[src/rtl/tick_sched_pkg.sv]
// Shared definitions for the tick scheduler and its round-robin arbiter.
package tick_sched_pkg;

    // Channel id width for a given channel count.
    function automatic int id_width(input int n_ch);
        return $clog2(n_ch);
    endfunction

    // The rr pointer indexes channels, so it is exactly one id wide.
    function automatic int rr_ptr_width(input int n_ch);
        return id_width(n_ch);
    endfunction

    // What a channel's counter does on the coming edge.
    typedef enum logic [1:0] {
        CH_PARKED = 2'd0,   // disabled or period 0: hold reload value
        CH_COUNT  = 2'd1,   // counting down
        CH_EXPIRE = 2'd2,   // cnt==0: reload and raise an expiry
        CH_CFG    = 2'd3    // period write to this channel
    } ch_state_e;

endpackage

[src/rtl/rr_arbiter.sv]
// Round-robin arbiter: first requester at or after the pointer wins.
module rr_arbiter
    import tick_sched_pkg::*;
#(
    parameter int  N_REQ    = 4,
    localparam int ID_WIDTH = rr_ptr_width(N_REQ)
) (
    input  logic [N_REQ-1:0]    req_i,
    input  logic [ID_WIDTH-1:0] ptr_i,
    output logic [N_REQ-1:0]    gnt_o,
    output logic [ID_WIDTH-1:0] gnt_id_o,
    output logic                any_o
);

    logic [ID_WIDTH-1:0] idx;
    logic                found;

    // Scan requests starting at the pointer, wrapping modulo N_REQ.
    always_comb begin
        // NOTE: every output gets a default first so no path leaves it unassigned (no latch).
        gnt_o    = '0;
        gnt_id_o = '0;
        idx      = '0;
        found    = 1'b0;
        for (int k = 0; k < N_REQ; k++) begin
            idx = ID_WIDTH'((int'(ptr_i) + k) % N_REQ);
            if (!found && req_i[idx]) begin
                found      = 1'b1;
                gnt_o[idx] = 1'b1;
                gnt_id_o   = idx;
            end
        end
        any_o = found;
    end

endmodule

[src/rtl/tick_sched.sv]
// Programmable periodic tick scheduler: N_CH period counters whose
// expiries are arbitrated round-robin onto one valid/ready tick stream.
module tick_sched
    import tick_sched_pkg::*;
#(
    parameter int  N_CH      = 4,
    parameter int  CNT_WIDTH = 16,
    localparam int ID_WIDTH  = id_width(N_CH)
) (
    input  logic                 clk_i,
    input  logic                 rst_n_i,
    input  logic [N_CH-1:0]      en_i,
    input  logic                 cfg_we_i,
    input  logic [ID_WIDTH-1:0]  cfg_addr_i,
    input  logic [CNT_WIDTH-1:0] cfg_data_i,
    output logic                 tick_valid_o,
    output logic [ID_WIDTH-1:0]  tick_id_o,
    input  logic                 tick_ready_i,
    output logic [N_CH-1:0]      ovr_o,
    input  logic [N_CH-1:0]      ovr_clr_i
);

    localparam int PTR_W = rr_ptr_width(N_CH);

    logic [N_CH-1:0]     expire;
    logic [N_CH-1:0]     pend_q;
    logic [PTR_W-1:0]    rr_ptr_q;
    logic [N_CH-1:0]     gnt;
    logic [ID_WIDTH-1:0] gnt_id;
    logic                gnt_any;
    logic                free;
    logic [N_CH-1:0]     grant_vec;

    for (genvar i = 0; i < N_CH; i++) begin : g_ch
        logic [CNT_WIDTH-1:0] per_q;
        logic [CNT_WIDTH-1:0] cnt_q;
        ch_state_e            st;

        // Classify this channel's action; a config write overrides counting.
        always_comb begin
            st = CH_PARKED;
            if (cfg_we_i && int'(cfg_addr_i) == i)
                st = CH_CFG;
            else if (en_i[i] && per_q != '0)
                st = (cnt_q == '0) ? CH_EXPIRE : CH_COUNT;
        end

        assign expire[i] = (st == CH_EXPIRE);

        // Period register and down-counter.
        always_ff @(posedge clk_i) begin
            // NOTE: period/count are plain flops, not a RAM, so they reset; a parked channel must stay silent after reset.
            if (!rst_n_i) begin
                per_q <= '0;
                cnt_q <= '0;
            end else begin
                unique case (st)
                    CH_CFG: begin
                        per_q <= cfg_data_i;
                        cnt_q <= (cfg_data_i == '0) ? '0 : cfg_data_i - 1'b1;
                    end
                    CH_EXPIRE: cnt_q <= per_q - 1'b1;
                    CH_COUNT:  cnt_q <= cnt_q - 1'b1;
                    default:   cnt_q <= (per_q == '0) ? '0 : per_q - 1'b1;
                endcase
            end
        end
    end

    rr_arbiter #(.N_REQ(N_CH)) u_arb (
        .req_i    (pend_q),
        .ptr_i    (rr_ptr_q),
        .gnt_o    (gnt),
        .gnt_id_o (gnt_id),
        .any_o    (gnt_any)
    );

    assign free      = !tick_valid_o || tick_ready_i;
    assign grant_vec = (free && gnt_any) ? gnt : '0;

    // Pending/overrun bookkeeping and the registered tick output.
    always_ff @(posedge clk_i) begin
        if (!rst_n_i) begin
            pend_q       <= '0;
            ovr_o        <= '0;
            tick_valid_o <= 1'b0;
            tick_id_o    <= '0;
            rr_ptr_q     <= '0;
        end else begin
            // NOTE: non-blocking so every register here samples pre-edge values.
            // A granted channel expiring in the same cycle stays pending without overrun.
            pend_q <= (pend_q & ~grant_vec) | expire;
            // Set wins over a same-cycle clear.
            ovr_o  <= (ovr_o & ~ovr_clr_i) | (expire & pend_q & ~grant_vec);
            if (free) begin
                tick_valid_o <= gnt_any;
                if (gnt_any) begin
                    tick_id_o <= gnt_id;
                    rr_ptr_q  <= (int'(gnt_id) == N_CH - 1) ? '0 : gnt_id + 1'b1;
                end
            end
        end
    end

endmodule

[config.mk]
export PLATFORM = sky130hd
export DESIGN_NAME = tick_sched
export DESIGN_NICKNAME = d
export VERILOG_FILES = /design/src/rtl/tick_sched_pkg.sv /design/src/rtl/rr_arbiter.sv /design/src/rtl/tick_sched.sv
export SDC_FILE = /design/constraint.sdc
export NUM_CORES = 1
export LEC_CHECK = 0
export BUFFER_PORTS_ARGS = -buffer_cell sky130_fd_sc_hd__clkbuf_2
export CAP_MARGIN = 20
export CELL_PAD_IN_SITES_DETAIL_PLACEMENT = 1
export CELL_PAD_IN_SITES_GLOBAL_PLACEMENT = 1
export CORE_ASPECT_RATIO = 2
export CORE_UTILIZATION = 42
export DETAILED_ROUTE_END_ITERATION = 8
export GPL_TIMING_DRIVEN = 0
export PLACE_DENSITY = 0.85
export SLEW_MARGIN = 20
export SYNTH_ARGS = -nofsm -noshare
export SYNTH_HDL_FRONTEND = slang
export SYNTH_SLANG_ARGS = --single-unit
[constraint.sdc]
create_clock -name clk_i -period 2.7 [get_ports clk_i]
set_input_delay 0.135 -clock clk_i [delete_from_list [all_inputs] [get_ports clk_i]]
set_output_delay 0.135 -clock clk_i [all_outputs]
set_load 0.02 [all_outputs]
=== Yosys cells after proc, flatten, opt, wreduce, memory -nomap -nowiden ===
Cells that the tools add are included.

* Bits in registers: 141
* Input bits: 30
* Word-level logic and storage cells: 148

* Add/subtract/negate cells: 13
* Order comparisons: 8
* Eq/ne operators: 16
* Muxes and demuxes: 51
* Bitwise logic cells: 11
* Reductions and logical operators: 36

{| class="wikitable"
|+ Operators with widths
! cell !! number
|-
| case mux 16 bit (3 select lines) || 4
|-
| zero test 16 bit || 9
|-
| subtractor 16 x 1 -> 16 bit (second input constant) || 9
|-
| two-way mux 16 bit || 5
|-
| nonzero test 16 bit || 4
|-
| two-way mux 2 bit || 17
|-
| equality test 2 bit (second input constant) || 10
|-
| two-way mux 4 bit || 5
|-
| OR 4 bit || 5
|-
| bitwise AND 4 bit || 4
|-
| logical AND 1 bit || 16
|-
| equality test 2 x 1 -> 1 bit (second input constant) || 6
|-
| < comparator 2 x 3 -> 1 bit (second input constant) || 4
|-
| two-way mux 1 bit || 12
|-
| binary-select mux 1 bit (select 2 bit) || 4
|-
| demux 1 bit (select 2 bit) || 4
|-
| >= comparator 2 x 1 -> 1 bit (second input constant) || 4
|-
| inverter 4 bit || 2
|-
| adder 2 x 1 -> 2 bit (second input constant) || 2
|-
| adder 2 bit (second input constant) || 2
|-
| zero test 1 bit || 4
|-
| zero test 2 bit || 1
|-
| AND reduction 2 bit || 1
|-
| logical OR 1 bit || 1
|}

=== Logic depth before layout (Yosys ltp) ===
* Word-level depth: 17
* Mapped depth: 10
* Mapped depth without buffers: 8

=== By module ===
Synthesis repeated with hierarchy kept, for this count alone.

* Cell total of the unflattened synthesis: 1135
* Area total of the unflattened synthesis: 9004.9 µm²

{| class="wikitable"
|+ By module, submodules not included
! module !! times used !! cells an instance !! area each (µm²) !! sequential area each (µm²)
|-
| tick_sched || 1 || 1090 || 8583.2 || 2822.7
|-
| rr_arbiter || 1 || 45 || 421.7 || 0.0
|}

=== Worst setup path before layout ===
Ideal clock, no wire load.

* Kind: register -> register
* Start: reg with a tool-made name
* End: reg rr_ptr_q[1]
* Library setup time: 0.106 ns
* Arrival: 2.833 ns
* Slack: -0.239 ns
* Cell stages (with the launch flop): 10
* Path buffers: 1
* Period minus slack after synthesis: 2.939 ns
* Path through: dfxtp_1 -> clkbuf_1 -> inv_1 -> ha_1 -> mux4_2 -> nor2b_1 -> nand2b_1 -> mux2i_1 -> or4_1 -> o311ai_0

{| class="wikitable"
|+ RTL lines
! item !! line !! text
|-
| to (signal assigned) || tick_sched.sv:99 || <nowiki>rr_ptr_q <= (int'(gnt_id) == N_CH - 1) ? '0 : gnt_id + 1'b1;</nowiki>
|-
| to (decl) || tick_sched.sv:27 || <nowiki>logic [PTR_W-1:0] rr_ptr_q;</nowiki>
|}

==> run_results.csv <==
group,metric,value,unit
floorplanning,design.portCount,37,
detailed_routing,wl,33140,µm
detailed_routing,drt.antenna.violating_nets,0,
detailed_routing,wl_per_cell,22.27,µm
grt,grt_pass1_vias,9544,
synthesis,post-synth-top-area-fraction,32.46,%
sta,skew,10.36,ps
detailed_routing,drtIter0Drc,374,
worst_setup_path,timing_worst_setup_path_type,"reg -> reg",
sta,grt_setup_unrepaired,"no",
worst_setup_path,reg2reg_setup_slack,70,ps
final_layout,final_layout_size_suffix_gt1_share,9.083,%
placement,placed_cells_incl_taps,1445,
synthesis,syn_inst,1154,
grt,grt_use_met3,6.462,%
worst_setup_path,crit_fanout,10,
final_layout,filler_cell_count,2589,
worst_setup_path,critical_path.startpoint_type,"flip-flop",
floorplanning,num_rows,74,
worst_setup_path,cpMaxStageDelayCell,"sky130_fd_sc_hd__mux4_2",
detailed_routing,drt-vias-per-instance,6.003,
min_path,hold_class,"in -> reg",
final_layout,finalNetCount,1260,
clock_network,ctsRootBufferMaster,"sky130_fd_sc_hd__clkbuf_16",
clock_network,clock_sinks,141,
sta,count_of_final_max_slew_check_failures,0,
floorplanning,dieHeight,205.5,µm
final_layout,finish.cell_count_without_fillers,1488,
grt,top_usage_layer,"met2",
synthesis,most_area_consuming_cells_after_synthesis,"sky130_fd_sc_hd__dfxtp_1, sky130_fd_sc_hd__nand2_1, sky130_fd_sc_hd__xnor2_1, sky130_fd_sc_hd__a21oi_1, sky130_fd_sc_hd__nor2_1",
sta,hold_viol_final,0,
grt,grt_max_degree,17,
synthesis,syn_area_per_cell,7.536,µm²
clock_network,cts_tree,"built",
synthesis,synthDominantAreaCellType,"sky130_fd_sc_hd__dfxtp_1",
job,cap_viol_max_count,0,
clock_network,htree_num_levels,4,
grt,grt_overflow_total,0,
synthesis,synth-edff-count,0,
clock_network,clk-insertion-delay-late,450,ps
pwr,power.density,738.4,nW/µm²
final_layout,layout_common_cells,"sky130_fd_sc_hd__nand2_1, sky130_fd_sc_hd__dfxtp_1, sky130_fd_sc_hd__nor2_1",
synthesis,synthDistinctLibCells,65,
placement,port_buffers,25,
grt,global_route.usage.met2,60.02,%
synthesis,synth_sequential_area_ratio,32.46,%
final_layout,most_common_cell_after_layout_fill_and_taps_aside,"sky130_fd_sc_hd__nand2_1",
detailed_routing,count_of_unresolved_drc_violations_after_routing,0,
sta,tightestPinTransition,1107,ps
clock_network,cts.path.max_buffers,2,
sta,totalNegativeSetupSlack,0,ps
worst_setup_path,endpoint_kind,"flip-flop",
placement,place_congestion,0.9271,
worst_setup_path,path_cells,"clkbuf_16 > clkinvlp_4 > ha_4 > mux4_2 > nor2b_4 > nand2b_4 > mux2i_2 > or4_1 > o311ai_1",
floorplanning,starting_density,42.70,%
detailed_routing,first_pass_iters,4,
detailed_routing,vias,8933,
synthesis,post_synthesis_instance_area,8697,µm²
sta,slew_headroom,25.68,%
placement,preCtsSetupSlack,-420.6,ps
pwr,totalPowerFinal,7.387,mW
clock_network,cts-buffers-inserted,17,
sta,setup_viol,0,
sta,max_freq,379.9,MHz
synthesis,asyncSetResetFlopFracSynth,0,%
clock_network,clk_pin_slew_worst_paths,70,ps
worst_setup_path,cp_num_buf_inv,2,
grt,grt_util_all_layers,31.72,%
pwr,irDropWorstVdd,398.5,µV
floorplanning,die-area,21320,µm²
grt,grt_antenna_before_repair,0,
pwr,leakagePower,3.712,nW
synthesis,yosysWarningCount,0,
worst_setup_path,largest_stage_delay_on_the_critical_path,550,ps
synthesis,ys_seq_elements,141,
final_layout,num_antenna_cells,0,
synthesis,synth-main-ff-cell,"sky130_fd_sc_hd__dfxtp_1",
sta,finalCriticalPeriod,2632,ps
worst_setup_path,worstPathRequired,3050,ps
floorplanning,core_region_area,20370,µm²
final_layout,area_delta_synth_final,15.02,%
status,run_status,"complete, no violations",
floorplanning,die_x,103.8,µm
worst_setup_path,arrival_time_reported_for_the_critical_path_endpoint,2980,ps
placement,hpwl,23760,µm
sta,final.setup.worst_slack,67.88,ps
grt,global_route.usage.met1,28.41,%
grt,grt_first_pass_wirelength,51260,µm
worst_setup_path,cp_top_family,"simple AND/OR/NAND/NOR gates",
synthesis,syn-num-nets,1205,
sta,period_share,97.49,%
Yosys cell counts (5+ instances only):
cell,count
sky130_fd_sc_hd__o31ai_1,10
sky130_fd_sc_hd__dfxtp_1,141
sky130_fd_sc_hd__nor2b_1,6
sky130_fd_sc_hd__nand2_1,216
sky130_fd_sc_hd__or4_1,13
sky130_fd_sc_hd__nor3b_1,9
sky130_fd_sc_hd__o22ai_1,23
sky130_fd_sc_hd__nor3_1,42
sky130_fd_sc_hd__nor4_1,28
sky130_fd_sc_hd__clkbuf_1,57
sky130_fd_sc_hd__nand3_1,28
sky130_fd_sc_hd__a32oi_1,9
sky130_fd_sc_hd__or3_1,11
sky130_fd_sc_hd__and3_1,5
sky130_fd_sc_hd__a2bb2oi_1,5
sky130_fd_sc_hd__o21a_1,34
sky130_fd_sc_hd__nand4_1,5
sky130_fd_sc_hd__a21oi_1,97
sky130_fd_sc_hd__inv_1,26
sky130_fd_sc_hd__mux2i_1,19
sky130_fd_sc_hd__o211ai_1,8
sky130_fd_sc_hd__nor2_1,118
sky130_fd_sc_hd__xnor2_1,66
sky130_fd_sc_hd__ha_1,21
sky130_fd_sc_hd__o21ai_0,21
sky130_fd_sc_hd__nand3b_1,9
sky130_fd_sc_hd__nand2b_1,9
sky130_fd_sc_hd__xor2_1,38
metrics by stage:
step	hold WS [ps]	cell area [µm²]	util, %
2_1_floorplan	271.0	8703	-
3_3_place_gp	420.4	9161	44.98
3_5_place_dp	426.3	9161	44.98
4_1_cts	5.405	9921	48.70
5_1_grt	25.24	10000	49.11
6_report	27.31	10000	49.11
registers in the layout, indices dropped and copies added (netlist names), named ones only:
register / cells
tick_valid_o: 1
rr_ptr_q: 1
g_ch.cnt_q: 64
g_ch.per_q: 64
pend_q: 4
ovr_o: 4
tick_id_o: 2
area by class of cell:
| cell class | instances | area (µm²) | area share, % |
|---|---|---|---|
| Inverter | 26 | 101.3 | 1.013 |
| Multi-Input combinational cell | 922 | 5619 | 56.17 |
| Tap cell | 266 | 332.8 | 3.327 |
| Buffer | 64 | 301.5 | 3.014 |
| Clock inverter | 12 | 138.9 | 1.388 |
| Clock buffer | 20 | 456.7 | 4.565 |
| Timing Repair Buffer | 37 | 225.2 | 2.251 |
| Sequential cell | 141 | 2828 | 28.27 |
report_power, final:
part           total [mW]  internal, mW  switching, mW
registers            2.51          2.28          0.226
logic                2.46         0.999           1.46
clock network        2.41          1.41           1.00
layer usage:
metal / vias to the layer above / part of all wire (%)
li1: 4166 / -
met3: 144 / 4.5
met2: 281 / 53
met4: 0 / 8.6
met5: - / 0
met1: 4342 / 34
kinds of logic after synthesis:
group,Yosys count,synth area share [%]
DFF,141,32.46
muxes,23,2.964
and+or+nand+nor,528,28.57
AOI/OAI and AO/OA,246,18.27
xor gates and xnor gates,104,10.47
buffers and inverters,91,4.244
adders and majority gates,21,3.021
worst paths after layout:
path	from	to	depth (start not counted)
hold reg to reg	g_ch[1].per_q[9]	g_ch[1].per_q[9]	2
setup reg to reg	flip-flop	rr_ptr_q[1]	9
setup / recovery	flip-flop	rr_ptr_q[1]	9
hold / removal	en_i[3]	ovr_o[3]	3
worst reg2reg max path, stage by stage, from the launching register on:
cell and delay [ps]:
sky130_fd_sc_hd__dfxtp_4 380, sky130_fd_sc_hd__clkbuf_16 170, sky130_fd_sc_hd__clkinvlp_4 110, sky130_fd_sc_hd__ha_4 290, sky130_fd_sc_hd__mux4_2 550, sky130_fd_sc_hd__nor2b_4 190
sky130_fd_sc_hd__nand2b_4 160, sky130_fd_sc_hd__mux2i_2 100, sky130_fd_sc_hd__or4_1 490, sky130_fd_sc_hd__o311ai_1 100
timing repair:
| item | 4_1_cts | 5_1_grt |
|---|---|---|
| hold buffers | 4 | 0 |
| setup endpoints to repair | 26 | 40 |
| hold endpoints to repair | 4 | 0 |
| pin swaps | 2 | 0 |
| buffers inserted | 4 | 4 |
| gates resized for setup | 20 | 15 |
Power figures use the tool's default switching activity.
